--- config.mk ---
export PLATFORM = sky130hd
export DESIGN_NAME = load_store_unit
export DESIGN_NICKNAME = d
export VERILOG_FILES = /design/src/rtl/lsu_pkg.sv /design/src/rtl/lsu_align.sv /design/src/rtl/load_store_unit.sv
export SDC_FILE = /design/constraint.sdc
export NUM_CORES = 1
export LEC_CHECK = 0
export BUFFER_PORTS_ARGS = -buffer_cell sky130_fd_sc_hd__buf_2
export CELL_PAD_IN_SITES_DETAIL_PLACEMENT = 0
export CELL_PAD_IN_SITES_GLOBAL_PLACEMENT = 1
export CORE_MARGIN = 1
export CORE_UTILIZATION = 35
export CTS_CLUSTER_SIZE = 28
export DETAILED_ROUTE_END_ITERATION = 10
export HOLD_SLACK_MARGIN = 0.06
export PLACE_DENSITY = 0.82
export SETUP_SLACK_MARGIN = 0.15
export SYNTH_ARGS = -nofsm -noshare
export SYNTH_HDL_FRONTEND = slang
export SYNTH_HIERARCHICAL = 1
export SYNTH_SLANG_ARGS = --single-unit
--- constraint.sdc ---
create_clock -name clk -period 2.5 [get_ports clk]
set_clock_uncertainty 0.1 [all_clocks]
set_input_delay 0.25 -clock clk [delete_from_list [all_inputs] [get_ports clk]]
set_output_delay 0.25 -clock clk [all_outputs]
set_load 0.05 [all_outputs]
--- src/rtl/lsu_pkg.sv ---
// Shared types for the load/store unit: access sizes, FSM states, lane widths.
package lsu_pkg;

  typedef enum logic [1:0] {
    SZ_BYTE = 2'd0,
    SZ_HALF = 2'd1,
    SZ_WORD = 2'd2
  } lsu_size_e;

  typedef enum logic [1:0] {
    IDLE,
    READ,
    WRITE,
    RESP
  } lsu_state_e;

  localparam int unsigned BYTE_W = 8;
  localparam int unsigned HALF_W = 16;

  // The reserved size encoding behaves as a full word.
  function automatic lsu_size_e decode_size(input logic [1:0] s);
    case (s)
      2'd0:    return SZ_BYTE;
      2'd1:    return SZ_HALF;
      default: return SZ_WORD;
    endcase
  endfunction

endpackage

--- src/rtl/lsu_align.sv ---
// Lane handling between word memory and sub-word accesses: load extract/extend and store merge.
module lsu_align
  import lsu_pkg::*;
#(
  parameter int unsigned n = 32
) (
  input  lsu_size_e      size,
  input  logic           sgn,
  input  logic [1:0]     lane,
  input  logic [n-1:0]   rword,
  input  logic [n-1:0]   wdata,
  output logic [n-1:0]   load_data,
  output logic [n-1:0]   merged
);

  logic [BYTE_W-1:0] byte_v;
  logic [HALF_W-1:0] half_v;
  logic [4:0]        byte_base;
  logic [4:0]        half_base;

  always_comb begin
    byte_base = {lane, 3'b000};
    half_base = {lane[1], 4'b0000};
    byte_v    = rword[byte_base +: BYTE_W];
    half_v    = rword[half_base +: HALF_W];

    case (size)
      SZ_BYTE: load_data = {{(n-BYTE_W){sgn & byte_v[BYTE_W-1]}}, byte_v};
      SZ_HALF: load_data = {{(n-HALF_W){sgn & half_v[HALF_W-1]}}, half_v};
      default: load_data = rword;
    endcase

    merged = rword;
    case (size)
      SZ_BYTE: merged[byte_base +: BYTE_W] = wdata[BYTE_W-1:0];
      SZ_HALF: merged[half_base +: HALF_W] = wdata[HALF_W-1:0];
      default: merged = wdata;
    endcase
  end

endmodule

--- src/rtl/load_store_unit.sv ---
// Data-memory initiator: request capture, range/alignment checks and the IDLE/READ/WRITE/RESP FSM.
// Optional LSU_MISALIGN_TRAP_EN turns misaligned half/word accesses into errors instead of truncating.
module load_store_unit
  import lsu_pkg::*;
#(
  parameter int unsigned n = 32,
  parameter int unsigned m = 5
) (
  input  logic         clk,
  input  logic         rst_n,
  input  logic         req_valid,
  output logic         req_ready,
  input  logic         req_write,
  input  logic [1:0]   req_size,
  input  logic         req_signed,
  input  logic [n-1:0] req_addr,
  input  logic [n-1:0] req_wdata,
  output logic         resp_valid,
  output logic [n-1:0] resp_rdata,
  output logic         resp_err,
  output logic         mem_write_enable,
  output logic [n-1:0] mem_addr,
  output logic [n-1:0] mem_writedata,
  input  logic [n-1:0] mem_readdata
);

  lsu_state_e   state_q, state_d;
  logic         wr_q;
  lsu_size_e    size_q;
  logic         sgn_q;
  logic [n-1:0] addr_q;
  logic [n-1:0] wdata_q;
  logic         err_q;
  logic [n-1:0] rword_q;

  lsu_size_e    size_in;
  logic         range_err;
  logic         misalign_err;
  logic         req_err;
  logic [n-1:0] addr_in;
  logic         accept;
  logic [n-1:0] load_data;
  logic [n-1:0] merged;

  always_comb begin
    size_in   = decode_size(req_size);
    range_err = |req_addr[n-1:m+2];
`ifdef LSU_MISALIGN_TRAP_EN
    misalign_err = ((size_in == SZ_HALF) && req_addr[0]) ||
                   ((size_in == SZ_WORD) && (req_addr[1:0] != 2'b00));
    addr_in      = req_addr;
`else
    misalign_err = 1'b0;
    addr_in      = req_addr;
    if (size_in == SZ_HALF) addr_in[0]   = 1'b0;
    if (size_in == SZ_WORD) addr_in[1:0] = 2'b00;
`endif
    req_err = range_err | misalign_err;
    accept  = req_valid && (state_q == IDLE);
  end

  always_ff @(posedge clk or negedge rst_n) begin
    if (!rst_n) begin
      state_q <= IDLE;
      wr_q    <= 1'b0;
      size_q  <= SZ_BYTE;
      sgn_q   <= 1'b0;
      addr_q  <= '0;
      wdata_q <= '0;
      err_q   <= 1'b0;
      rword_q <= '0;
    end else begin
      state_q <= state_d;
      if (accept) begin
        wr_q    <= req_write;
        size_q  <= size_in;
        sgn_q   <= req_signed;
        addr_q  <= addr_in;
        wdata_q <= req_wdata;
        err_q   <= req_err;
      end
      if (state_q == READ) rword_q <= mem_readdata;
    end
  end

  always_comb begin
    state_d = state_q;
    case (state_q)
      IDLE: begin
        if (req_valid) begin
          if (req_err)                     state_d = RESP;
          else if (!req_write)             state_d = READ;
          else if (size_in == SZ_WORD)     state_d = WRITE;
          else                             state_d = READ;
        end
      end
      READ:    state_d = wr_q ? WRITE : RESP;
      WRITE:   state_d = RESP;
      default: state_d = IDLE;
    endcase
  end

  lsu_align #(.n(n)) u_align (
    .size      (size_q),
    .sgn       (sgn_q),
    .lane      (addr_q[1:0]),
    .rword     (rword_q),
    .wdata     (wdata_q),
    .load_data (load_data),
    .merged    (merged)
  );

  // Outputs decode straight from state so an asynchronous reset clears them at once.
  always_comb begin
    req_ready        = (state_q == IDLE);
    resp_valid       = (state_q == RESP);
    resp_err         = (state_q == RESP) && err_q;
    resp_rdata       = ((state_q == RESP) && !wr_q && !err_q) ? load_data : '0;
    mem_write_enable = (state_q == WRITE);
    mem_addr         = ((state_q == READ) || (state_q == WRITE)) ? {addr_q[n-1:2], 2'b00} : '0;
    mem_writedata    = (state_q == WRITE) ? merged : '0;
  end

endmodule
==> results of run 1 <==
-- routing by layer --
metal  GRT usage [%]  share of wire [%]
met4            10.3                3.4
met3            5.85                7.2
met1            31.3                 41
met2            42.0                 49
met5               0                  0
-- synthesized netlist by cell type, types with 2 or more instances --
cell | count | share of area (%)
dfrtp_1 | 103 | 40
and2_1 | 96 | 9.4
mux2_2 | 93 | 16
nand2_1 | 72 | 4.2
a21oi_1 | 45 | 3.5
clkbuf_1 | 19 | 1.1
mux2i_1 | 19 | 3.0
a22o_1 | 18 | 2.5
o221ai_1 | 15 | 2.1
nor2b_1 | 12 | 1.2
o21ai_0 | 12 | 0.94
buf_2 | 10 | 0.78
nand2b_1 | 10 | 0.98
buf_6 | 9 | 1.6
ha_1 | 9 | 1.8
a22oi_1 | 8 | 0.94
nor2_1 | 8 | 0.47
a222oi_1 | 7 | 1.1
a211o_1 | 6 | 0.82
nor4_1 | 6 | 0.59
buf_4 | 5 | 0.59
inv_1 | 5 | 0.29
mux2_1 | 5 | 0.88
nor3_1 | 4 | 0.31
a221o_1 | 2 | 0.31
a221oi_1 | 2 | 0.27
buf_1 | 2 | 0.12
clkinv_1 | 2 | 0.12
o21ai_1 | 2 | 0.16
or2_1 | 2 | 0.20
-- worst max-delay path, delay by kind of cell (launching register included) --
| family | cells | cell delay [ns] |
|---|---|---|
| simple gates | 4 | 0.52 |
| flops | 1 | 0.45 |
| buf+inv | 3 | 0.37 |
| compound gates | 1 | 0.37 |
| fa+ha+maj | 1 | 0.19 |
-- registers in the layout, indices dropped and copies added, names as in the netlist --
register and count:
addr_q 32, err_q 1, rword_q 32, sgn_q 1
size_q 2, state_q 2, wdata_q 32, wr_q 1
-- power by group through the flow --
stage	combinational [mW]	sequential [mW]	clock [mW]
global placement	8.56	3.56	0
floorplan	6.84	3.08	0
detailed placement	8.60	3.58	0
finish	10.7	3.72	1.49
CTS	10.2	3.60	1.52
global route	11.3	3.80	1.60
-- final cells by class --
cell class              instances  area [um2]
flip-flops and latches        103        2580
inverters                       7        28.8
multi-input cells             474        4080
fillers                      1468        7580
repair buffers                350        3110
well taps                     229         287
clock inverters                 6        77.6
clock buffers                  10         229
-- logic make-up after synthesis --
family          Yosys count  synth area share [%]
fa+ha+maj                 9                  1.76
simple gates            222                  19.4
mux                     117                  20.2
buf+inv                  52                  4.59
other cells               1                0.0585
compound gates          124                  13.7
flops                   103                  40.2
-- metrics by stage --
stage                     instances  hold WS [ns]  area (um2)  setup slack [ns]
after global routing           1179        0.0699       10400            -0.183
after detailed placement       1046         0.161        7820            0.0821
after CTS                      1174        0.0611       10100           -0.0597
after floorplan                 629        -0.146        6510             0.149
after global placement         1046         0.155        7820             0.114
final                          1179        0.0726       10400            -0.105
-- timing repair --
item / CTS / global route
hold buffers: 97 / 1
buffers inserted: 13 / 3
endpoints found under the setup margin: 64 / 64
gates resized for setup: 245 / 74
hold endpoints to repair: 131 / 1
pin swaps: 45 / 25
gates cloned: 2 / 2
-- final timing paths --
check	end	cells after the start	start
min reg2reg	addr_q[14]$_DFFE_PN0P_	1	addr_q[14]$_DFFE_PN0P_
max	mem_writedata[8]	9	addr_q[1]$_DFFE_PN0P_
max reg2reg	wdata_q[12]$_DFFE_PN0P_	5	state_q[0]$_DFFE_PN0P_
max in group asynchronous	wdata_q[20]$_DFFE_PN0P_	3	rst_n
min in group asynchronous	rword_q[15]$_DFFE_PN0N_	2	rst_n
min	rword_q[31]$_DFFE_PN0N_	2	mem_readdata[31]
==> impl_metrics.env, run 1 <==
export IMPL_status="complete, but fails checks"
export IMPL_design_core_area_mm2=0.0180
export IMPL_vias_per_cell=5.28
export IMPL_violations="setup timing"
export IMPL_die_w_um=137
export IMPL_rsz0062_at_grt="true"
export IMPL_pwr_share_clk_pct=9.4
export IMPL_first_pass_iters=5
export IMPL_wl_per_cell_um=19.9
export IMPL_syn_inst=628
export IMPL_required_ns=2.15
export IMPL_finalSetupTns_ns=-1.41
export IMPL_cap_violations=0
export IMPL_grt_pass1_vias=6459
export IMPL_async_flop_share_pct=100
export IMPL_yosysUniqueCellTypes=50
export IMPL_drc=0
export IMPL_p_per_area_mw_per_mm2=1530
export IMPL_cts_tree="done"
export IMPL_num_nets_final=1057
export IMPL_worstSetupStartpointType="flip-flop"
export IMPL_place_congestion=0.898
export IMPL_vias=6221
export IMPL_path_clk_slew_ns=0.07
export IMPL_root_buffer="clkbuf_16"
export IMPL_synth_seq_cells=103
export IMPL_synth_area_per_cell_um2=10.2
export IMPL_synth_warnings=6
export IMPL_r2r_slack_ns=0.53
export IMPL_gr_usage_all_layers_pct=25.2
export IMPL_peakVddDrop_mv=1.16
export IMPL_syn_to_final_growth_pct=62.1
export IMPL_dieArea_mm2=0.0189
export IMPL_synth_edff_count=0
export IMPL_io_pins=203
export IMPL_power_switching_mw=7.94
export IMPL_crit_fanout=6
export IMPL_htree_levels=3
export IMPL_portBuffers=200
export IMPL_clk_insertion_delay_late_ns=0.36
export IMPL_maxSlewHeadroom_pct=65.3
export IMPL_wl_um=23400
export IMPL_cts_made_buffers=9
export IMPL_period_minus_slack_ns=2.61
export IMPL_die_y_um=137
export IMPL_synth_ff_type="dfrtp_1"
export IMPL_p_leak_nw=4.63
export IMPL_syn_area_mm2=0.00641
export IMPL_antenna_cells=0
export IMPL_tightest_slew_ns=0.521
export IMPL_finalHoldViolCount=0
export IMPL_crit_type="flip-flop to output pin"
export IMPL_setup_violations=41
export IMPL_fin_crit_sh_pct=104
export IMPL_ant_nets=0
export IMPL_power_mw=15.9
export IMPL_drv_slew=0
export IMPL_power_frac_comb_pct=67.3
export IMPL_p_seq_share_pct=23.4
export IMPL_p_int_mw=7.97
export IMPL_grt_max_degree=45
export IMPL_drtIter0Drc=482
export IMPL_gr_total_overflow=0
export IMPL_sw_frac_of_total_pct=49.9
export IMPL_hp_class="input pin to flip-flop"
export IMPL_setup_slack_ns=-0.105
export IMPL_arrival_ns=2.26
export IMPL_antenna_found_initial=0
export IMPL_cts_sinks=103
export IMPL_rows=49
export IMPL_drive_above_1_share_pct=52.2
export IMPL_yosysSeqAreaShare_pct=40.2
export IMPL_critPathCaptureType="output pin"
export IMPL_final_cell_mix="137 x buf_2, 99 x dfrtp_1, 98 x dlygate4sd3_1"
export IMPL_utilization_pct=57.8
export IMPL_initial_core_util_pct=35.7
export IMPL_crit_slowest_cell="dfrtp_2"
export IMPL_max_freq_mhz=384
export IMPL_worstPathCellList="inv_4 -> ha_4 -> nand3b_1 -> nor3_4 -> buf_6 -> a222oi_1 -> nand2_1 -> and2_4 -> buf_8"
export IMPL_place_hpwl_um=15000
export IMPL_grt_pass1_wl_um=35700
export IMPL_cts_buffer_depth=2
export IMPL_mostFrequentLayoutCell="buf_2"
export IMPL_critPathMaxStageDelay_ns=0.45
(Power assumes the default switching activity.)
==> inputs of run 2 (changes only) <==
--- a/config.mk
+++ b/config.mk
@@ -13,7 +13,7 @@
 export CTS_CLUSTER_SIZE = 28
 export DETAILED_ROUTE_END_ITERATION = 10
 export HOLD_SLACK_MARGIN = 0.06
-export PLACE_DENSITY = 0.82
+export PLACE_DENSITY = 0.79
 export SETUP_SLACK_MARGIN = 0.15
 export SYNTH_ARGS = -nofsm -noshare
 export SYNTH_HDL_FRONTEND = slang
==> run 2 against run 1 <==
  * The run still ends with setup timing left
  * Clock power decreased by 10%
  * Die area unchanged
  * Critical path depth decreased by 2
  * Wire length decreased by 1.7%
  * Critical path type unchanged
  * Critical endpoint is now resp_rdata[15]
  * Largest power group unchanged
  * Highest routed layer unchanged
==> impl_metrics.env, run 2 (same netlist as run 1, synthesis figures left out) <==
export IMPL_dp_slack_ns=0.0124
export IMPL_r2r_cells=5
export IMPL_cts_sinks=103
export IMPL_tightest_slew_ns=0.754
export IMPL_finalSetupTns_ns=-1.05
export IMPL_mostFrequentLayoutCell="buf_2"
export IMPL_vias=6255
export IMPL_arrival_ns=2.22
export IMPL_io_pins=203
export IMPL_drtIter0Drc=391
export IMPL_violations="setup timing"
export IMPL_drv_slew=0
export IMPL_critPathMaxStageDelay_ns=0.45
export IMPL_path_delay_family="simple AND/OR/NAND/NOR gates"
export IMPL_p_leak_nw=4.69
export IMPL_clk_insertion_delay_late_ns=0.35
export IMPL_place_hpwl_um=15100
export IMPL_htree_levels=3
export IMPL_rows=49
export IMPL_cts_tree="done"
export IMPL_portBuffers=200
export IMPL_first_pass_iters=6
export IMPL_cap_violations=0
export IMPL_root_buffer="clkbuf_16"
export IMPL_antenna_cells=0
export IMPL_setup_slack_ns=-0.0671
export IMPL_syn_to_final_growth_pct=64.3
export IMPL_vias_per_cell=5.28
export IMPL_dp_cells=1047
export IMPL_cp_depth=7
export IMPL_maxSlewHeadroom_pct=49.7
export IMPL_placed_cell_area_mm2=0.00784
export IMPL_reg_top3="addr_q x32, rword_q x32, wdata_q x32"
export IMPL_final_cell_mix="135 x buf_2, 100 x dfrtp_1, 98 x dlygate4sd3_1"
export IMPL_cts_made_buffers=9
export IMPL_drc=0
export IMPL_fin_hold_ws_ns=0.0780
export IMPL_critical_path_buf_inv_count=2
export IMPL_max_freq_mhz=390
export IMPL_gr_total_overflow=0
export IMPL_num_nets_final=1064
export IMPL_critPathCaptureType="output pin"
export IMPL_utilization_pct=58.6
export IMPL_worstSetupStartpointType="flip-flop"
export IMPL_die_y_um=137
export IMPL_crit_fanout=8
export IMPL_status="complete, but fails checks"
export IMPL_fin_cells=1185
export IMPL_finalHoldViolCount=0
export IMPL_worstHoldPathCells=2
export IMPL_p_per_area_mw_per_mm2=1520
export IMPL_grt_pass1_vias=6114
export IMPL_die_w_um=137
export IMPL_setup_violations=33
export IMPL_crit_type="flip-flop to output pin"
export IMPL_initial_core_util_pct=35.7
export IMPL_peakVddDrop_mv=0.966
export IMPL_place_congestion=0.873
export IMPL_required_ns=2.15
export IMPL_grt_max_degree=56
export IMPL_worstPathCellList="buf_12 -> mux2i_4 -> o32ai_4 -> nor2b_4 -> a221o_1 -> and2_4 -> buf_8"
export IMPL_finalInstanceArea_mm2=0.0105
export IMPL_period_minus_slack_ns=2.57
export IMPL_fin_crit_sh_pct=103
export IMPL_antenna_found_initial=0
export IMPL_gr_usage_all_layers_pct=24.0
export IMPL_crit_slowest_cell="dfrtp_2"
export IMPL_grt_pass1_wl_um=34000
export IMPL_r2r_slack_ns=0.51
export IMPL_wl_per_cell_um=19.4
export IMPL_design_core_area_mm2=0.0180
export IMPL_cts_buffer_depth=2
export IMPL_power_mw=16.1
export IMPL_rsz0062_at_grt="true"
export IMPL_drive_above_1_share_pct=53.5
export IMPL_wl_um=23000
export IMPL_ant_nets=0
export IMPL_path_clk_slew_ns=0.07
export IMPL_dieArea_mm2=0.0189
export IMPL_hp_class="input pin to flip-flop"
## run 2: cell types whose count changed in the layout (fill, tap and decap cells not counted), moves of 2 or more
cell,delta
buf_8,+7
a21oi_1,-6
a21oi_2,+6
buf_4,+6
buf_6,-6
nand2_1,-3
buf_2,-2
clkbuf_16,+2
clkbuf_8,+2
inv_8,-2
mux2i_4,+2
nand2_4,+2
o21ai_0,-2
o21ai_1,+2
## run 2: cell type report
| cell class | count | area, um2 |
|---|---|---|
| fillers | 1456 | 7430 |
| multi-input cells | 474 | 4120 |
| repair buffers | 357 | 3240 |
| flip-flops and latches | 103 | 2580 |
| well taps | 229 | 287 |
| clock buffers | 13 | 260 |
| inverters | 7 | 32.5 |
| clock inverters | 2 | 16.3 |
## run 2: worst paths after layout
| path | startpoint | end |
|---|---|---|
| setup reg to reg | state_q[1]$_DFFE_PN0P_ | addr_q[5]$_DFFE_PN0P_ |
| hold reg to reg | addr_q[16]$_DFFE_PN0P_ | addr_q[16]$_DFFE_PN0P_ |
| max in group asynchronous | rst_n | addr_q[27]$_DFFE_PN0P_ |
| min in group asynchronous | rst_n | rword_q[19]$_DFFE_PN0N_ |
| setup / recovery | addr_q[1]$_DFFE_PN0P_ | resp_rdata[15] |
| hold / removal | req_addr[20] | addr_q[20]$_DFFE_PN0P_ |
## run 2: layer usage
metal | track usage, % | share of wire (%)
met5 | 0 | 0
met4 | 10.4 | 3.6
met3 | 5.74 | 6.6
met2 | 39.2 | 48
met1 | 30.2 | 41
## run 2: worst register-to-register path: cells and delay by family, from the launching register on
| family | cells | cell delay (ns) |
|---|---|---|
| buf+inv | 2 | 0.36 |
| flops | 1 | 0.39 |
| simple gates | 1 | 0.38 |
| mux | 1 | 0.37 |
| fa+ha+maj | 1 | 0.27 |
## run 2: power breakdown
part           internal [mW]  switching, mW  leakage (nW)
clock                  0.728          0.612         0.132
combinational           4.86           6.12          3.34
sequential              2.53           1.20          1.21
## run 2: what timing repair did
item / CTS / global route
pin swaps: 43 / 35
setup endpoints to repair: 64 / 64
hold buffers: 98 / 0
gates resized for setup: 205 / 132
gates cloned: 1 / 3
buffers inserted: 10 / 11
hold endpoints to repair: 150 / 0
==> inputs of run 3 (changes only) <==
--- a/config.mk
+++ b/config.mk
@@ -12,6 +12,7 @@
 export CORE_UTILIZATION = 35
 export CTS_CLUSTER_SIZE = 28
 export DETAILED_ROUTE_END_ITERATION = 10
+export GPL_TIMING_DRIVEN = 0
 export HOLD_SLACK_MARGIN = 0.06
 export PLACE_DENSITY = 0.79
 export SETUP_SLACK_MARGIN = 0.15
==> run 3 against run 2 <==
  * The run still ends with setup timing left
  * Via count fell by 0.58%
  * Sequential share of layout area rose by 1.2 points
  * Worst setup slack got worse by 0.16 ns
  * Clock-buffer cell count fell by 3
  * Utilization fell by 2.7 points
  * Design area fell by 4.6%
  * Total power fell by 5.9%
  * Worst hold slack improved by 0.0027 ns
  * Largest power group unchanged
  * Highest routed layer unchanged
==> impl_metrics.env, run 3 (same netlist as run 1, synthesis figures left out) <==
export IMPL_area_sequential_mm2=0.00258
export IMPL_dieArea_mm2=0.0189
export IMPL_grtUsageMet2_pct=38.8
export IMPL_rows=49
export IMPL_cts_sinks=103
export IMPL_cts_made_buffers=9
export IMPL_utilization_pct=55.9
export IMPL_grt_use_met1_pct=30.7
export IMPL_worstSetupStartpointType="flip-flop"
export IMPL_critPathCaptureType="output pin"
export IMPL_path_clk_slew_ns=0.08
export IMPL_violations="setup timing"
export IMPL_die_w_um=137
export IMPL_design_core_area_mm2=0.0180
export IMPL_nFillCells=1538
export IMPL_wl_um=22400
export IMPL_fin_crit_sh_pct=109
export IMPL_busiest_layer="met2"
export IMPL_maxSlewHeadroom_pct=61.4
export IMPL_required_ns=2.15
export IMPL_hp_class="input pin to flip-flop"
export IMPL_antenna_found_initial=0
export IMPL_ant_nets=0
export IMPL_power_mw=15.1
export IMPL_cts_buffer_depth=2
export IMPL_p_per_area_mw_per_mm2=1500
export IMPL_place_congestion=0.927
export IMPL_vias=6219
export IMPL_crit_type="flip-flop to output pin"
export IMPL_reg_top3="addr_q x32, rword_q x32, wdata_q x32"
export IMPL_grtUsageMet3_pct=5.63
export IMPL_grt_pass1_vias=6018
export IMPL_antenna_cells=0
export IMPL_drtIter0Drc=549
export IMPL_status="complete, but fails checks"
export IMPL_drive_above_1_share_pct=47.7
export IMPL_num_nets_final=1070
export IMPL_io_pins=203
export IMPL_grt_max_degree=64
export IMPL_gr_total_overflow=0
export IMPL_tightest_slew_ns=0.579
export IMPL_first_pass_iters=5
export IMPL_arrival_ns=2.38
export IMPL_place_hpwl_um=15800
export IMPL_gr_usage_all_layers_pct=24.2
export IMPL_rsz0062_at_grt="true"
export IMPL_drv_slew=0
export IMPL_max_freq_mhz=367
export IMPL_root_buffer="clkbuf_16"
export IMPL_portBuffers=200
export IMPL_grt_pass1_wl_um=34000
export IMPL_crit_fanout=8
export IMPL_finalSetupTns_ns=-9.14
export IMPL_initial_core_util_pct=35.7
export IMPL_syn_to_final_growth_pct=56.8
export IMPL_wl_per_cell_um=18.8
export IMPL_clk_insertion_delay_late_ns=0.35
export IMPL_mostFrequentLayoutCell="buf_2"
export IMPL_peakVddDrop_mv=1.05
export IMPL_vias_per_cell=5.22
export IMPL_die_y_um=137
export IMPL_cts_tree="done"
export IMPL_drc=0
export IMPL_setup_violations=61
export IMPL_finalHoldViolCount=0
export IMPL_htree_levels=3
export IMPL_cap_violations=0
export IMPL_multi_input_area_mm2=0.00385
export IMPL_p_leak_nw=4.57
export IMPL_final_cell_mix="151 x buf_2, 101 x dfrtp_1, 98 x dlygate4sd3_1"
export IMPL_period_minus_slack_ns=2.73
export IMPL_setup_slack_ns=-0.226
-- run 3: cell types whose count changed in the layout (fill, tap and decap cells not counted), moves of 8 or more --
cell      before  now
and2_1        41   49
a21oi_1       12   30
buf_8         51   37
buf_4         36   21
and2_4        48   38
buf_2        135  151
a21oi_2       29   15
clkbuf_2       0    8
-- run 3: worst paths after layout --
| check | endpoint | cells past startpoint | start | slack, ns |
|---|---|---|---|---|
| setup / recovery | mem_writedata[23] | 11 | addr_q[1]$_DFFE_PN0P_ | -0.23 |
| hold / removal | addr_q[20]$_DFFE_PN0P_ | 2 | req_addr[20] | 0.08 |
| setup reg to reg | rword_q[10]$_DFFE_PN0N_ | 5 | state_q[1]$_DFFE_PN0P_ | 0.59 |
| hold reg to reg | addr_q[15]$_DFFE_PN0P_ | 1 | addr_q[15]$_DFFE_PN0P_ | 0.40 |
| max in group asynchronous | wdata_q[28]$_DFFE_PN0P_ | 3 | rst_n | 1.26 |
| min in group asynchronous | rword_q[18]$_DFFE_PN0N_ | 2 | rst_n | 0.33 |
-- run 3: stage by stage --
step | cell area [um2] | instances | setup slack, ns | hold slack, ns
floorplan | 6510 | 629 | 0.149 | -0.146
global placement | 7790 | 1058 | -0.452 | 0.366
detailed placement | 7820 | 1059 | -0.456 | 0.174
CTS | 9830 | 1184 | -0.257 | 0.0661
global route | 10000 | 1192 | -0.349 | 0.0805
finish | 10000 | 1192 | -0.226 | 0.0806
-- run 3: repair_timing --
action | 4_1_cts | 5_1_grt
endpoints found under the setup margin | 84 | 64
hold buffers | 98 | 0
setup buffers | 12 | 7
hold endpoints to repair | 137 | 0
gates cloned | 0 | 1
pin swaps | 31 | 12
resized for setup | 198 | 52
-- run 3: routing by layer --
| layer | part of all wire [%] | routed length [um] |
|---|---|---|
| met1 | 42 | 9310 |
| met2 | 47 | 10400 |
| met3 | 7.9 | 1780 |
| met4 | 4.0 | 896 |
| met5 | 0 | 0 |
-- run 3: where the power goes --
part,switching (mW),internal (mW),total (mW),leakage (nW)
logic,5.75,4.29,10.0,3.22
registers,1.17,2.53,3.70,1.21
clock network,0.669,0.693,1.36,0.139
total,7.59,7.51,15.1,4.57
-- run 3: final cells by class --
type                    count  area share (%)
plain buffers              44            2.95
clock buffers              10            2.28
clock inverters             6           0.511
inverters                   7           0.349
multi-input cells         474            38.3
flip-flops and latches    103            25.7
well taps                 229            2.85
repair buffers            319            27.1
-- run 3: critical path: stages, from the launching register on --
cell	delay, ns
dfrtp_2	0.38
buf_6	0.12
inv_4	0.03
buf_8	0.12
ha_4	0.29
nand2b_4	0.07
nor4b_4	0.26
buf_6	0.19
a21oi_1	0.08
o221ai_1	0.17
and2_4	0.18
buf_12	0.13
